===== config.mk =====
export PLATFORM = sky130hd
export DESIGN_NAME = serv_rf_ram_init
export DESIGN_NICKNAME = d
export VERILOG_FILES = /design/src/rtl/serv_rf_pkg.sv /design/src/rtl/serv_rf_ram_array.sv /design/src/rtl/serv_rf_ram_init.sv
export SDC_FILE = /design/constraint.sdc
export NUM_CORES = 1
export LEC_CHECK = 0
export BUFFER_PORTS_ARGS = -buffer_cell sky130_fd_sc_hd__buf_2
export CORE_ASPECT_RATIO = 0.6
export CORE_MARGIN = 2
export CORE_UTILIZATION = 35
export CTS_CLUSTER_SIZE = 16
export DETAILED_ROUTE_END_ITERATION = 8
export SLEW_MARGIN = 0
export SYNTH_ARGS = -nofsm -noshare
export SYNTH_HDL_FRONTEND = slang
export SYNTH_SLANG_ARGS = --single-unit

===== constraint.sdc =====
create_clock -name i_clk -period 5.16 [get_ports i_clk]
set_clock_uncertainty 0.2 [all_clocks]
set_input_delay 0.516 -clock i_clk [delete_from_list [all_inputs] [get_ports i_clk]]
set_output_delay 0.516 -clock i_clk [all_outputs]
set_load 0.005 [all_outputs]

===== src/rtl/serv_rf_pkg.sv =====
// Shared definitions for the SERV register-file RAM: geometry helpers and sequencer state encoding.
package serv_rf_pkg;

  localparam int unsigned RF_GPRS = 32;

  typedef enum logic {
    RF_CLEAR = 1'b0,
    RF_RUN   = 1'b1
  } rf_state_e;

  // Words needed to hold 32-bit GPRs plus CSR slots at the given RF interface width.
  function automatic int unsigned rf_depth(input int unsigned width, input int unsigned csr_regs);
    return 32 * (RF_GPRS + csr_regs) / width;
  endfunction

  function automatic int unsigned rf_aw(input int unsigned depth);
    return $clog2(depth);
  endfunction

endpackage


===== src/rtl/serv_rf_ram_array.sv =====
// Simple dual-port storage: one write port, one registered read port, no control logic,
// so it can be replaced by a vendor RAM macro.
module serv_rf_ram_array #(
  parameter int unsigned dw    = 8,
  parameter int unsigned depth = 144,
  parameter int unsigned aw    = $clog2(depth)
) (
  input  logic          i_clk,
  input  logic          i_wen,
  input  logic [aw-1:0] i_waddr,
  input  logic [dw-1:0] i_wdata,
  input  logic [aw-1:0] i_raddr,
  output logic [dw-1:0] o_rdata
);

  logic [dw-1:0] r_mem [depth];
  logic [dw-1:0] r_rdata;

  always_ff @(posedge i_clk) begin
    if (i_wen) begin
      r_mem[i_waddr] <= i_wdata;
    end
    r_rdata <= r_mem[i_raddr];
  end

  assign o_rdata = r_rdata;

endmodule


===== src/rtl/serv_rf_ram_init.sv =====
// Self-initialising SERV RF RAM: clears the whole array after every reset, then serves the RF
// interface. Define SERV_RF_RAM_PARITY_EN to add a stored even-parity bit and sticky error flag.
module serv_rf_ram_init
  import serv_rf_pkg::*;
#(
  parameter int unsigned width    = 8,
  parameter int unsigned csr_regs = 4,
  parameter int unsigned depth    = rf_depth(width, csr_regs)
) (
  input  logic                     i_clk,
  input  logic                     i_rst,
  input  logic [$clog2(depth)-1:0] i_waddr,
  input  logic [width-1:0]         i_wdata,
  input  logic                     i_wen,
  input  logic [$clog2(depth)-1:0] i_raddr,
  output logic [width-1:0]         o_rdata,
  output logic                     o_init_done,
  output logic                     o_parity_err
);

  localparam int unsigned aw = rf_aw(depth);
`ifdef SERV_RF_RAM_PARITY_EN
  localparam int unsigned dw = width + 1;
`else
  localparam int unsigned dw = width;
`endif

  rf_state_e     r_state, w_state_d;
  logic [aw-1:0] r_clr_cnt, w_clr_cnt_d;
  logic          r_rd_valid;

  logic          w_clearing;
  logic          w_last;
  logic          w_in_range;
  logic          w_wen;
  logic [aw-1:0] w_waddr;
  logic [dw-1:0] w_wdata;
  logic [dw-1:0] w_user_wdata;
  logic [dw-1:0] w_rdata;

  assign w_clearing = (r_state == RF_CLEAR);
  assign w_last     = (r_clr_cnt == aw'(depth - 1));
  assign w_in_range = ({1'b0, i_waddr} < (aw + 1)'(depth));

`ifdef SERV_RF_RAM_PARITY_EN
  assign w_user_wdata = {^i_wdata, i_wdata};
`else
  assign w_user_wdata = i_wdata;
`endif

  always_comb begin
    w_state_d   = r_state;
    w_clr_cnt_d = r_clr_cnt;
    w_wen       = 1'b0;
    w_waddr     = i_waddr;
    w_wdata     = w_user_wdata;
    if (w_clearing) begin
      if (w_last) begin
        w_state_d = RF_RUN;
      end else begin
        w_clr_cnt_d = r_clr_cnt + aw'(1);
      end
    end
    // Clear sequencer owns the write port in CLEAR; out-of-range user writes are dropped.
    if (!i_rst) begin
      if (w_clearing) begin
        w_wen   = 1'b1;
        w_waddr = r_clr_cnt;
        w_wdata = '0;
      end else begin
        w_wen = i_wen & w_in_range;
      end
    end
  end

  always_ff @(posedge i_clk) begin
    if (i_rst) begin
      r_state    <= RF_CLEAR;
      r_clr_cnt  <= '0;
      r_rd_valid <= 1'b0;
    end else begin
      r_state    <= w_state_d;
      r_clr_cnt  <= w_clr_cnt_d;
      r_rd_valid <= (r_state == RF_RUN);
    end
  end

  serv_rf_ram_array #(
    .dw    (dw),
    .depth (depth),
    .aw    (aw)
  ) u_array (
    .i_clk   (i_clk),
    .i_wen   (w_wen),
    .i_waddr (w_waddr),
    .i_wdata (w_wdata),
    .i_raddr (i_raddr),
    .o_rdata (w_rdata)
  );

  // Reads are only valid when issued in RUN; otherwise the output is forced to zero.
  assign o_rdata     = r_rd_valid ? w_rdata[width-1:0] : '0;
  assign o_init_done = (r_state == RF_RUN);

`ifdef SERV_RF_RAM_PARITY_EN
  logic r_parity_err;
  logic w_par_mismatch;

  // Stored bit is even parity of the data, so a clean word XORs to zero across all dw bits.
  assign w_par_mismatch = r_rd_valid & (^w_rdata);

  always_ff @(posedge i_clk) begin
    if (i_rst) begin
      r_parity_err <= 1'b0;
    end else if (w_par_mismatch) begin
      r_parity_err <= 1'b1;
    end
  end

  assign o_parity_err = r_parity_err | w_par_mismatch;
`else
  assign o_parity_err = 1'b0;
`endif

endmodule


==> results.json, run 1 <==
{
  "groute.usage.overall_pct": 17.78,
  "cts_root_buffer": "clkbuf_16",
  "cts_buffers": 98,
  "vdd_ir_drop_max_uv": 347.9,
  "grt_pass1_wl_um": 171400,
  "synthTopCellsByArea": "edfxtp_1 (76%), mux4_2 (12%), mux2i_1 (3.0%)",
  "outcome": "finished, violations left",
  "placementRows": 102,
  "dp_cells": 3991,
  "multi_input_area_um2": 10070,
  "dp_hpwl_um": 76750,
  "final-seq-area_um2": 34950,
  "wire_per_inst_um": 28.78,
  "first_pass_iters": 9,
  "final_layout_size_suffix_gt1_share_pct": 21.95,
  "io_pins": 37,
  "num_vias": 23330,
  "core-area_um2": 129300,
  "setup_slack_ns": 1.296,
  "min_period_over_period_pct": 74.88,
  "worstSetupPathType": "in2reg",
  "critPathMaxFanout": 22,
  "tightest_slew_ns": 1.423,
  "slew_headroom_pct": 2.700,
  "area_growth_pct": 12.55,
  "setup_violations": 0,
  "ys_seq_area_share_pct": 76.42,
  "cts_buffer_depth": 3,
  "stdcell_count": 4176,
  "cts.htree.levels": 3,
  "rsz0062_at_grt": "no",
  "fp.dieW_um": 470.7,
  "antenna_found_initial": 7,
  "drv_cap": 1,
  "synth-async-reset-ratio_pct": 0,
  "ant_nets": 0,
  "port_buffers": 35,
  "fillCellCount": 11290,
  "grt_pass1_vias": 22810,
  "gp_congestion": 0.8944,
  "hold_path_class": "in2reg",
  "wl_um": 120200,
  "hold_buffers": 3,
  "fin_util_pct": 39.82,
  "violations": "DRC, capacitance limit",
  "die_y_um": 284.0,
  "num_antenna_cells": 0,
  "startpoint_type": "input pin",
  "grt_max_degree": 117,
  "max_freq_mhz": 258.8,
  "synth.most_common_cell": "edfxtp_1",
  "p_per_area_nw_per_um2": 369.2,
  "netlist_area_um2": 45740,
  "fin_tns_setup_ns": 0,
  "endpoint_kind": "flop",
  "synth_seq_cells": 1170,
  "drc_errors": 1,
  "cts.sinks": 1170,
  "finalHoldViolCount": 0,
  "whs_path_depth": 2,
  "critPathRequiredTime_ns": 5.30,
  "path_clk_slew_ns": 0.07,
  "synth_edf_count": 1152,
  "yosysUniqueCellTypes": 53,
  "syn-instance-count": 2259,
  "viasPerCell": 5.587,
  "ys.flop_type": "edfxtp_1",
  "initial_core_util_pct": 35.38,
  "synth_top_area_share_pct": 75.64,
  "pre_cts_slack_ns": 1.150,
  "drt_iter0_drc": 3472,
  "drv_slew": 0,
  "reg2regPathDepth": 5,
  "yosysWarnings": 0,
  "worstPathArrival_ns": 4.00,
  "avgSynthCellArea_um2": 20.25,
  "die_area_um2": 133700,
  "cts_resized": 0,
  "syn_nets": 2287,
  "cts_tree": "built",
  "insertion_delay_ns": 0.71,
  "gr-total-overflow": 0,
  "postCtsSetupRepairBufs": 0,
  "yosysTopAreaCell": "edfxtp_1",
  "fin_crit_ns": 3.864,
  "leakage_nw": 16.19,
  "fin_nets": 2406,
  "ys_top_cells_by_count": "edfxtp_1 (1152), mux4_2 (240), nor2_1 (189)"
}
layout make-up:
type                            instances  area share (%)
Sequential cell                      1170           67.90
Multi-Input combinational cell        964           19.56
Clock inverter                         59           1.094
Timing Repair Buffer                  140           2.149
Tap cell                             1716           4.171
Clock buffer                          123           5.087
Inverter                                4         0.02917
final timing paths:
kind / start / to / slack (ns)
worst max-delay path: i_rst / u_array.r_mem[51][1]$_DFFE_PP_ / 1.30
worst min-delay path: i_wdata[4] / u_array.r_mem[79][4]$_DFFE_PP_ / 0.15
worst max register to register: o_init_done$_SDFF_PP0_ / u_array.r_mem[51][1]$_DFFE_PP_ / 1.45
worst min register to register: r_clr_cnt[7]$_SDFFE_PP0P_ / r_clr_cnt[7]$_SDFFE_PP0P_ / 0.37
flip-flops by register name, indices dropped and copies added, names as in the netlist:
name / flops
r_rd_valid: 1
o_init_done: 1
u_array.o_rdata: 8
u_array.r_mem: 1152
r_clr_cnt: 8
through the flow:
step,total power [mW],area (um^2),hold slack [ns]
floorplan,11.28,45740,0.3124
global placement,11.67,48260,0.3521
detailed placement,11.68,48260,0.3603
CTS,19.10,51470,0.1262
global route,19.51,51470,0.1421
finish,19.00,51470,0.1505
placed cells by master, fill, tap and decap left out, drive strengths merged, types with 14 or more instances in the layout:
master,Yosys,layout
o21ai,26,26
and2,20,20
clkinv,3,43
mux2i,139,139
edfxtp,1152,1152
clkbuf,40,123
nand2,71,71
a211oi,23,23
nor2b,23,23
dfxtp,18,18
a2111oi,14,14
a221oi,14,14
mux4,242,242
buf,81,137
a21oi,23,23
nand3,21,21
a22oi,68,68
nor2,189,189
power breakdown:
part / internal (mW) / switching (mW) / leakage [nW]
clock network: 4.07 / 3.45 / 1.54
logic: 0.334 / 0.681 / 3.99
registers: 10.5 / 0.0110 / 10.7
logic make-up after synthesis:
family | after synthesis | share of synthesized area, %
AOI/OAI and AO/OA | 202 | 3.160
buffers and inverters | 125 | 1.617
muxes | 384 | 15.05
adders and majority gates | 1 | 0.02735
and+or+nand+nor | 369 | 3.581
DFF | 1170 | 76.42
other | 1 | 0.008199
xor gates and xnor gates | 7 | 0.1341
worst max-delay path, cell delays in order:
cell	delay [ns]
dlygate4sd3_1	0.54
buf_2	0.20
or2_2	0.46
or3_1	0.37
o31ai_1	0.15
nand2_1	0.82
nor2_1	0.93
per-layer routing:
metal / global-route usage (%) / vias to the layer above / part of all wire, % / wire (um)
met5: 0 / - / 0.021 / 25
met4: 3.637 / 4 / 1.7 / 2037
met3: 6.349 / 161 / 13 / 15610
met2: 23.94 / 1284 / 41 / 49290
met1: 27.33 / 12340 / 44 / 53220
li1: - / 9544 / - / -
No activity file was read; power rests on OpenSTA's default activity.
==> inputs of run 2 (changes only) <==
==> constraint.sdc (replaced) <==
create_clock -name i_clk -period 3.3 [get_ports i_clk]
set_clock_uncertainty 0.2 [all_clocks]
set_input_delay 0.33 -clock i_clk [delete_from_list [all_inputs] [get_ports i_clk]]
set_output_delay 0.33 -clock i_clk [all_outputs]
set_load 0.005 [all_outputs]
==> results.json, run 2 (same netlist as run 1, synthesis figures left out) <==
{
  "outcome": "finished clean",
  "postCtsSetupRepairBufs": 0,
  "io_pins": 37,
  "gr-total-overflow": 0,
  "area_growth_pct": 16.76,
  "p_comb_share_pct": 5.6,
  "whs_path_depth": 2,
  "pre_cts_slack_ns": 0.03594,
  "cts.htree.levels": 3,
  "max_freq_mhz": 351.7,
  "worstSetupPathType": "reg2reg",
  "cts_buffers": 98,
  "final_layout_size_suffix_gt1_share_pct": 27.86,
  "regMostFlops": "u_array.r_mem",
  "drc_errors": 0,
  "fp.dieW_um": 470.7,
  "cts_resized": 0,
  "drv_slew": 0,
  "cts_tree": "built",
  "pwr-share-clk_pct": 40.0,
  "reg2regPathDepth": 7,
  "final-seq-area_um2": 34950,
  "worstPathArrival_ns": 3.04,
  "initial_core_util_pct": 35.38,
  "stdcell_count": 4378,
  "endpoint_kind": "flop",
  "fin_crit_ns": 2.843,
  "groute.usage.overall_pct": 18.13,
  "grt_pass1_vias": 23690,
  "gp_congestion": 0.9079,
  "hold_path_class": "in2reg",
  "placementRows": 102,
  "first_pass_iters": 6,
  "die_area_um2": 133700,
  "min_period_over_period_pct": 86.16,
  "dpl_cell_area_um2": 50020,
  "drt_iter0_drc": 3301,
  "critPathMaxFanout": 8,
  "finalHoldViolCount": 0,
  "switching_share_pct": 21.14,
  "vdd_ir_drop_max_uv": 451.8,
  "core-area_um2": 129300,
  "grt_max_degree": 145,
  "cts_buffer_depth": 3,
  "cpPeakStageDelay_ns": 0.43,
  "path_clk_slew_ns": 0.06,
  "ant_nets": 0,
  "cts_root_buffer": "clkbuf_16",
  "crit_slowest_cell": "dfxtp_1",
  "netSwitchingPower_mw": 6.374,
  "fin_util_pct": 41.31,
  "final_cell_mix": "edfxtp_1 (1152), buf_4 (267), mux4_2 (240)",
  "setup_violations": 0,
  "wl_um": 122800,
  "insertion_delay_ns": 0.70,
  "p_per_area_nw_per_um2": 564.6,
  "worst_hold_slack_ns": 0.08141,
  "seq_power_share_pct": 54.3,
  "fin_tns_setup_ns": 0,
  "rsz0062_at_grt": "no",
  "worst_path_most_repeated_cell": "buf_4",
  "critPathRequiredTime_ns": 3.50,
  "largest_reg_flops": 1152,
  "dp_cells": 4187,
  "fin_nets": 2605,
  "cts.sinks": 1170,
  "leakage_nw": 17.40,
  "drv_cap": 0,
  "grt_pass1_wl_um": 174300,
  "multi_input_area_um2": 10070,
  "viasPerCell": 5.529,
  "intPower_mw": 23.78,
  "port_buffers": 35,
  "final_cell_area_um2": 53400,
  "tightest_slew_ns": 1.147,
  "crit_chain": "nor2b_1 -> and3_1 -> a32o_1 -> nand2_1 -> buf_4 -> nor2_1 -> buf_4",
  "antenna_found_initial": 2,
  "num_vias": 24210,
  "power_mw": 30.15,
  "dp_hpwl_um": 80410,
  "die_y_um": 284.0,
  "fillCellCount": 11220,
  "startpoint_type": "flop",
  "final_common_cell": "edfxtp_1",
  "wire_per_inst_um": 28.04,
  "slew_headroom_pct": 21.53,
  "setup_slack_ns": 0.4569
}
run 2: cell count changes in the layout (fill, tap and decap cells not counted), moves of 3 or more:
cell           previous run  this run
buf_12                    9        32
dlygate4sd3_1             3         6
clkbuf_8                  3         7
bufinv_16                 9        14
clkinvlp_4                7         3
buf_4                    94       267
diode_2                   0         6
clkbuf_1                 20        14
run 2: power by group through the flow:
stage	Sequential [mW]	Clock (mW)	Combinational, mW
after CTS	16.4	12.3	1.69
final	16.4	12.1	1.70
after global routing	16.4	12.8	1.79
after detailed placement	16.7	0	1.68
after global placement	16.7	0	1.66
after floorplan	16.7	0	0.931
run 2: per-layer routing:
metal  share of wire, %  global-route usage [%]
met5                  0                       0
met1                 44                   27.43
met2                 43                   25.32
met4                2.4                   4.935
met3                 11                   5.232
run 2: final cells by class:
class	instances	share of cell area, %
multi-input cells	964	18.86
clock buffers	121	4.965
repair buffers	339	5.421
flip-flops and latches	1170	65.45
clock inverters	58	1.228
diodes	6	0.02811
inverters	4	0.02811
well taps	1716	4.020
run 2: final timing paths:
path                        startpoint                               to  slack [ns]
min                         i_wdata[4]  u_array.r_mem[110][4]$_DFFE_PP_        0.08
min reg2reg  r_clr_cnt[7]$_SDFFE_PP0P_        r_clr_cnt[7]$_SDFFE_PP0P_        0.39
max reg2reg     o_init_done$_SDFF_PP0_   u_array.r_mem[30][5]$_DFFE_PP_        0.46
max             o_init_done$_SDFF_PP0_   u_array.r_mem[30][5]$_DFFE_PP_        0.46
run 2: timing repair:
item,CTS,global route
endpoints found under the setup margin,0,0
hold endpoints to repair,75,0
hold buffers,6,0
run 2: critical path: cells and delay by family, from the launching register on:
family	cells	cell delay (ns)
DFF	1	0.43
and+or+nand+nor	4	1.04
buffers and inverters	2	0.59
AOI/OAI and AO/OA	1	0.27
